### src/rtl/store_checker_pkg.sv
// store_checker_pkg
//   Shared types for the end-of-test store checker: FSM state encoding,
//   failure codes and the expected-store table entry.
//   Table entries are stored at a fixed maximum width and zero-extended on
//   write, so the package stays parameter-free; ADDR_W and DATA_W of the
//   checker must not exceed MAX_ADDR_W and MAX_DATA_W.
package store_checker_pkg;

    localparam int MAX_ADDR_W = 64;
    localparam int MAX_DATA_W = 64;

    typedef enum logic [1:0] {
        IDLE = 2'd0,
        RUN  = 2'd1,
        PASS = 2'd2,
        FAIL = 2'd3
    } state_t;

    typedef enum logic [1:0] {
        FC_NONE     = 2'd0,
        FC_MISMATCH = 2'd1,
        FC_TIMEOUT  = 2'd2
    } fail_code_t;

    typedef struct packed {
        logic [MAX_ADDR_W-1:0] addr;
        logic [MAX_DATA_W-1:0] data;
    } exp_entry_t;

endpackage

### src/rtl/store_checker_table.sv
// store_checker_table
//   NUM_EXP-entry register file holding the expected (address, data) stores.
//   Ports:
//     clk, reset_n : clock, async active-low reset (clears every entry)
//     wr_en        : write strobe (caller gates it to the IDLE state)
//     wr_idx       : entry to write; indices >= NUM_EXP are dropped
//     wr_entry     : entry contents
//     rd_idx       : combinational read index (the checker's exp_ptr)
//     rd_entry     : entry at rd_idx, or all-zero when rd_idx >= NUM_EXP
module store_checker_table
    import store_checker_pkg::*;
#(
    parameter int NUM_EXP = 4,
    parameter int IDX_W   = 2
) (
    input  logic             clk,
    input  logic             reset_n,
    input  logic             wr_en,
    input  logic [IDX_W-1:0] wr_idx,
    input  exp_entry_t       wr_entry,
    input  logic [IDX_W:0]   rd_idx,
    output exp_entry_t       rd_entry
);

    exp_entry_t mem [NUM_EXP];

    // Decoding each entry against its own index drops out-of-range writes
    // without a range compare.
    always_ff @(posedge clk or negedge reset_n) begin
        if (!reset_n) begin
            for (int i = 0; i < NUM_EXP; i++) begin
                mem[i] <= '0;
            end
        end else begin
            for (int i = 0; i < NUM_EXP; i++) begin
                if (wr_en && (wr_idx == IDX_W'(i))) begin
                    mem[i] <= wr_entry;
                end
            end
        end
    end

    always_comb begin
        rd_entry = '0;
        for (int i = 0; i < NUM_EXP; i++) begin
            if (rd_idx == (IDX_W + 1)'(i)) begin
                rd_entry = mem[i];
            end
        end
    end

endmodule

### config.mk
export PLATFORM = sky130hd
export DESIGN_NAME = store_checker_table
export DESIGN_NICKNAME = d
export VERILOG_FILES = /design/src/rtl/store_checker_pkg.sv /design/src/rtl/store_checker_table.sv
export SDC_FILE = /design/constraint.sdc
export NUM_CORES = 1
export LEC_CHECK = 0
export CORE_ASPECT_RATIO = 1.2
export CORE_UTILIZATION = 51
export DETAILED_ROUTE_END_ITERATION = 10
export PLACE_DENSITY = 0.79
export SYNTH_ARGS = -nofsm -noshare
export SYNTH_HDL_FRONTEND = slang
export SYNTH_SLANG_ARGS = --single-unit
### constraint.sdc
create_clock -name clk -period 2.25 [get_ports clk]
set_clock_uncertainty 0.1 [all_clocks]
set_input_delay 0.675 -clock clk [delete_from_list [all_inputs] [get_ports clk]]
set_output_delay 0.675 -clock clk [all_outputs]
set_load 0.01 [all_outputs]
# After elaboration in Yosys (flattened, before gate mapping)
# Index checks and enable logic that the tools add are counted.
# word_totals
input_bits	136
output_inout_bits	128
register_bits	512
# op_classes
n_reduce_logical	6
n_mux	4
n_eq_ne	6
# op_table
op	n
$mux W128	4
$eq A3 B2 Y1 const B	2
$eq A2 B2 Y1 const B	2
$logic_and A1 B1 Y1	4
$eq A3 B1 Y1 const B	1
$logic_not A3 Y1	1
$eq A2 B1 Y1 const B	1
$logic_not A2 Y1	1

# Longest topological paths before layout
# Gate-level depths: netlist (run 1).
# logic_depth
depth_word	5
mapped_depth	5
mapped_depth_nobuf	2

# Worst setup path after synthesis (run 1)
# No wires, ideal clock.
# synth_timing
kind	input -> output
from	input port rd_idx[2]
to	output port rd_entry[100] in the netlist's numbering
t_required_ns	1.475
path_slack_ns	-0.151
t_arrival_ns	1.626
stages	4
path_cell_list	or2_2 clkbuf_1 clkbuf_1 o22ai_1
# synth_lines
item	line_no	rtl
start: declaration	store_checker_table.sv:21	input logic [IDX_W:0] rd_idx,
end: declaration	store_checker_table.sv:22	output exp_entry_t rd_entry

==> results.ini, run 1 <==
[critical_path]
cpPeakStageDelay_ps = 330
end_kind = output port
worstReg2RegEnd = mem[166]$_DFFE_PN0P_
cpMostUsedCell = buf_12
arrival_ps = 1810
cp_max_fo = 5
worstSetupPathType = in -> out
cpMaxStageDelayCell = or2_4
required_ps = 1470
reg2regPathDepth = 1
r2r_setup_slack_ps = 1250
r2r_start = mem[166]$_DFFE_PN0P_
start_kind = input pin
path_cells = buf_12 -> or2_4 -> buf_12 -> buf_16 -> o22ai_4 -> buf_2

[synth]
ys_seq_area_share_pct = 56.62
synth_area_per_cell_um2 = 14.82
yosys-top-cells-count = dfrtp_1 (512), mux2_2 (302), mux2i_1 (256)
synth_top_area_cell = dfrtp_1
synth_edf_count = 0
synth_area_leaders = dfrtp_1 (57%), mux2_2 (15%), mux2i_1 (11%)
yosys.cell_types.count = 15
synthArstFlopShare_pct = 100.0
synthesis.nets = 1663
synth_area_um2 = 22630
synth_seq_cells = 512
yosysMostFrequentCell = dfrtp_1
ys_warn_count = 0
synth_top_area_share_pct = 56.62
syn_inst = 1527
synth_ff_type = dfrtp_1

[cells_and_area]
fillers = 2456
drive_above_1_share_pct = 50.45
final_util_pct = 74.38
top_register = mem
largest_register_ff_count = 512
syn_to_final_growth_pct = 44.07
reg_top3 = mem (512)
nNetsFinal = 2117

[die]
die-height_um = 232.7
core_um2 = 43830
num_rows = 84
design.die.area_um2 = 45220
start_util_pct = 51.63
pin_count = 264
chipWidth_um = 194.3

[power_and_ir_drop]
powerDensity_nw_per_um2 = 832.3
p_total_mw = 27.13
peakVddDrop_v = 0.0008272
p_leak_nw = 13.91

[clocking]
cts_max_level = 2
root_buffer = clkbuf_16
clk_pin_slew_ps = 50
cts_buffer_depth = 3
cts_tree = done
clock_sinks = 512
clkLatencyLatePin_ps = 590
cts_inserted_buffers = 52

[drt]
vias_per_cell = 5.869
firstDrtPassIters = 4
wirelength_um = 65070
post-route-drc-count = 0
ant_nets = 0
vias = 15150
drtIter0Drc = 720
avgRoutedWirePerCell_um = 25.21

[worst_hold_path]
hold_start = mem[277]$_DFFE_PN0P_
hold_depth = 1
hold_class = reg -> reg
whs_endpoint = mem[277]$_DFFE_PN0P_

[timing]
hold_viol = 0
slew_viol_final = 0
rsz0062_at_grt = true
timing.fmax_ghz = 0.3867
relSlewSlack_pct = 59.93
period_share_pct = 114.9
setup_viol = 128
finalCriticalPeriod_ps = 2586
worst_slew_pin_slew_ps = 601.0
setup_slack_ps = -336.2

[place]
gp_congestion = 0.7957
io_buffers = 263
dp_hpwl_um = 36280

[global_route]
grt_pass1_vias = 16460
grt_pass1_wl_um = 96200
track_usage_pct = 27.71
grt-ovfl-total = 0
antenna_found_initial = 4
grt_max_degree = 67

[job]
cap_violations = 0

[outcome]
status = complete, but fails checks
violations = setup timing

[power by group]
group | internal (mW) | total, mW | switching (mW)
clock network | 4.96 | 8.56 | 3.60
logic | 3.64 | 6.38 | 2.74
registers | 11.0 | 12.2 | 1.23
[logic make-up (layout without fill, tap and decap cells)]
kind of cell    count (synthesis)  count (layout)  synth area share (%)
compound gates                128             128                 3.539
simple gates                    6               8                0.1991
flops                         512             512                 56.62
buf+inv                       113             604                 2.831
mux                           768             768                 36.81
other cells                     0               2                     0
[what timing repair did]
action                     in CTS  in global routing
hold endpoints to repair       37                  0
resized for setup             810                208
pin swaps                      82                 48
gates cloned                   25                  8
setup endpoints to repair     128                128
buffers inserted               52                 28
hold buffers                    1                  0
[critical path, delay by kind of cell]
family / cells / cell delay (ps)
buffers and inverters: 4 / 600
and+or+nand+nor: 1 / 330
AOI/OAI and AO/OA: 1 / 190
[how the worst max path moves through the flow]
stage	from	endpoint	slack, ps	depth (start not counted)
5_1_grt	rd_idx[2]	rd_entry[23]	-350	6
2_1_floorplan	rd_idx[1]	rd_entry[117]	-80	5
3_5_place_dp	rd_idx[2]	rd_entry[31]	-1210	5
4_1_cts	rd_idx[0]	rd_entry[31]	-360	6
6_report	rd_idx[2]	rd_entry[35]	-340	6
3_3_place_gp	rd_idx[2]	rd_entry[31]	-1230	5
[cells in the final DEF (no fill, tap or decap), types with 2 or more instances in the layout]
| cell type | instances |
|---|---|
| clkbuf_8 | 18 |
| mux2_1 | 210 |
| or2_4 | 3 |
| buf_4 | 97 |
| clkinv_2 | 7 |
| o22ai_1 | 4 |
| o22ai_2 | 59 |
| clkbuf_16 | 59 |
| mux2i_4 | 53 |
| clkinvlp_4 | 2 |
| buf_8 | 11 |
| o22ai_4 | 65 |
| buf_12 | 79 |
| clkbuf_1 | 10 |
| mux2i_2 | 72 |
| nand3b_1 | 2 |
| buf_2 | 81 |
| dfrtp_1 | 512 |
| mux2i_1 | 131 |
| inv_6 | 2 |
| buf_16 | 26 |
| buf_6 | 77 |
| mux2_2 | 302 |
| clkdlybuf4s50_1 | 131 |
| diode_2 | 2 |
[metal layers]
| layer | vias up | GRT usage, % | share of wire [%] |
|---|---|---|---|
| met4 | 4 | 7.465 | 3.1 |
| met1 | 8058 | 34.40 | 40 |
| met5 | - | 0 | 0.043 |
| li1 | 6581 | - | - |
| met2 | 376 | 49.80 | 52 |
| met3 | 130 | 4.812 | 4.3 |
[metrics by stage]
stage / setup slack, ps / hold WS [ps] / setup TNS [ps] / std cells / instance area [um2]
6_report: -336.2 / 388.3 / -32220 / 2581 / 32600
5_1_grt: -352.1 / 404.2 / -34900 / 2581 / 32600
4_1_cts: -356.0 / 393.5 / -33530 / 2551 / 31230
3_5_place_dp: -1214 / 380.2 / -238470 / 2381 / 27440
3_3_place_gp: -1228 / 372.3 / -229950 / 2381 / 27440
2_1_floorplan: -83.68 / 279.4 / -8191 / 1527 / 23090
[cell type report]
| cell class | instances | area [um2] | share of cell area, % |
|---|---|---|---|
| Clock inverter | 13 | 113.9 | 0.3493 |
| Multi-Input combinational cell | 904 | 11420 | 35.02 |
| Clock buffer | 80 | 1587 | 4.867 |
| Timing Repair Buffer | 511 | 5964 | 18.30 |
| Tap cell | 559 | 699.4 | 2.146 |
| Sequential cell | 512 | 12810 | 39.30 |
| Antenna cell | 2 | 5.005 | 0.01535 |
Power figures use the tool's default switching activity.
==> inputs of run 2 (changes only) <==
CORE_UTILIZATION = 56   (was 51)
PLACE_DENSITY = 0.82   (was 0.79)
clock period = 2.47 ns   (was 2.25 ns; I/O delays follow)
==> run 2 against run 1 <==
  * The flow still finishes with violations (setup timing)
  * First-iteration DRC count increased by 8.2%
  * Global-route usage rose by 2.8 points
  * Via count shrank 0.24%
  * Sequential power decreased by 9.8%
  * Clock power fell by 5.3%
==> results.ini, run 2 (synthesized netlist as in run 1, its figures left out) <==
[drt]
firstDrtPassIters = 4
post-route-drc-count = 0
ant_nets = 0
avgRoutedWirePerCell_um = 25.35
vias_per_cell = 6.016
drtIter0Drc = 779
wirelength_um = 63680
vias = 15110

[critical_path]
end_kind = output port
cpPeakStageDelay_ps = 260
path_cells = buf_6 -> or2_4 -> buf_12 -> buf_16 -> buf_6 -> buf_6 -> buf_6 -> o22ai_4 -> buf_6
r2r_setup_slack_ps = 1490
worstSetupPathType = in -> out
path_delay_family = buffers and inverters
cpMostUsedCell = buf_6
arrival_ps = 2080
start_kind = input pin
worstReg2RegEnd = mem[342]$_DFFE_PN0P_
reg2regPathDepth = 1
r2r_start = mem[342]$_DFFE_PN0P_
cpMaxStageDelayCell = or2_4
worst-path-buf-inv = 7
cp_max_fo = 6
required_ps = 1630

[worst_hold_path]
hold_depth = 1
hold_class = reg -> reg
hold_start = mem[357]$_DFFE_PN0P_
whs_endpoint = mem[357]$_DFFE_PN0P_

[cells_and_area]
layout_commonest_cell = dfrtp_1
syn_to_final_growth_pct = 37.76
nNetsFinal = 2076
drive_above_1_share_pct = 45.16
top_register = mem
final_cell_mix = dfrtp_1 (512), mux2_2 (302), mux2_1 (210)
largest_register_ff_count = 512
reg_top3 = mem (512)

[global_route]
track_usage_pct = 30.56
grt-ovfl-total = 0
grt_pass1_vias = 16410
antenna_found_initial = 5
grt_max_degree = 91
grt_pass1_wl_um = 95890

[power_and_ir_drop]
peakVddDrop_v = 0.0006802
p_leak_nw = 13.59
p_total_mw = 24.47
powerDensity_nw_per_um2 = 784.9

[die]
die-height_um = 222.2
chipWidth_um = 185.5
design.die.area_um2 = 41220
num_rows = 80
start_util_pct = 56.80
pin_count = 264
core_um2 = 39840

[place]
io_buffers = 263
dp_hpwl_um = 35950
gp_congestion = 0.7895

[outcome]
violations = setup timing
status = complete, but fails checks

[clocking]
cts_buffer_depth = 3
clock_sinks = 512
clkLatencyLatePin_ps = 570
root_buffer = clkbuf_16
cts_tree = done
cts_inserted_buffers = 50
cts_max_level = 2
clk_pin_slew_ps = 60

[timing]
slew_viol_final = 0
period_share_pct = 118.4
tns_ps = -38420
setup_viol = 128
hold_ws_ps = 389.0
setup_slack_ps = -454.7
relSlewSlack_pct = 68.69
timing.fmax_ghz = 0.3419
worst_slew_pin_slew_ps = 456.6
hold_viol = 0
rsz0062_at_grt = true
finalCriticalPeriod_ps = 2925

[job]
cap_violations = 0

-- run 2: cell count changes in the layout (fill, tap and decap cells not counted), sizes merged, moves of 2 or more --
cell and change:
buf -31, inv -2, clkbuf -18, or2 -2, bufinv +7, diode +2
-- run 2: worst max-delay path by stage --
stage,from,to,slack [ps],cells after the start
final,rd_idx[0],rd_entry[103],-450,9
after global routing,rd_idx[0],rd_entry[103],-470,9
after CTS,rd_idx[2],rd_entry[9],-530,7
after detailed placement,rd_idx[0],rd_entry[123],-1030,6
after global placement,rd_idx[0],rd_entry[54],-1010,5
after floorplan,rd_idx[2],rd_entry[10],-50,4
-- run 2: what timing repair did --
| action | 4_1_cts | 5_1_grt |
|---|---|---|
| gates cloned | 14 | 1 |
| setup endpoints to repair | 128 | 128 |
| endpoints found under the hold margin | 19 | 0 |
| pin swaps | 27 | 50 |
| hold buffers | 1 | 0 |
| setup buffers | 49 | 37 |
| gates resized for setup | 745 | 151 |
-- run 2: layout make-up --
class	count	area (um2)
sequential	512	12810
multi-input combinational	902	10730
fill	2169	8667
tap	533	666.9
clock inverter	18	292.8
clock buffer	69	1446
timing repair buffer	474	5216
antenna	4	10.01
-- run 2: where the power goes --
part | switching [mW] | internal (mW)
Clock | 3.21 | 4.91
Sequential | 1.03 | 9.99
Combinational | 2.39 | 2.94
-- run 2: metal layers --
metal | global-route usage [%] | vias up | part of all wire (%)
li1 | - | 6486 | -
met3 | 5.753 | 174 | 5.8
met4 | 12.82 | 2 | 4.2
met1 | 38.60 | 7947 | 39
met2 | 51.27 | 504 | 51
met5 | 0 | - | 0.020
-- run 2: metrics by stage --
step	area (um2)	worst slack, ps	utilization [%]	cells
global route	31170	-472.7	78.24	2512
CTS	30270	-532.0	75.97	2478
floorplan	22770	-51.95	-	1527
finish	31170	-454.7	78.24	2512
detailed placement	27020	-1031	67.81	2327
global placement	27020	-1013	67.81	2327
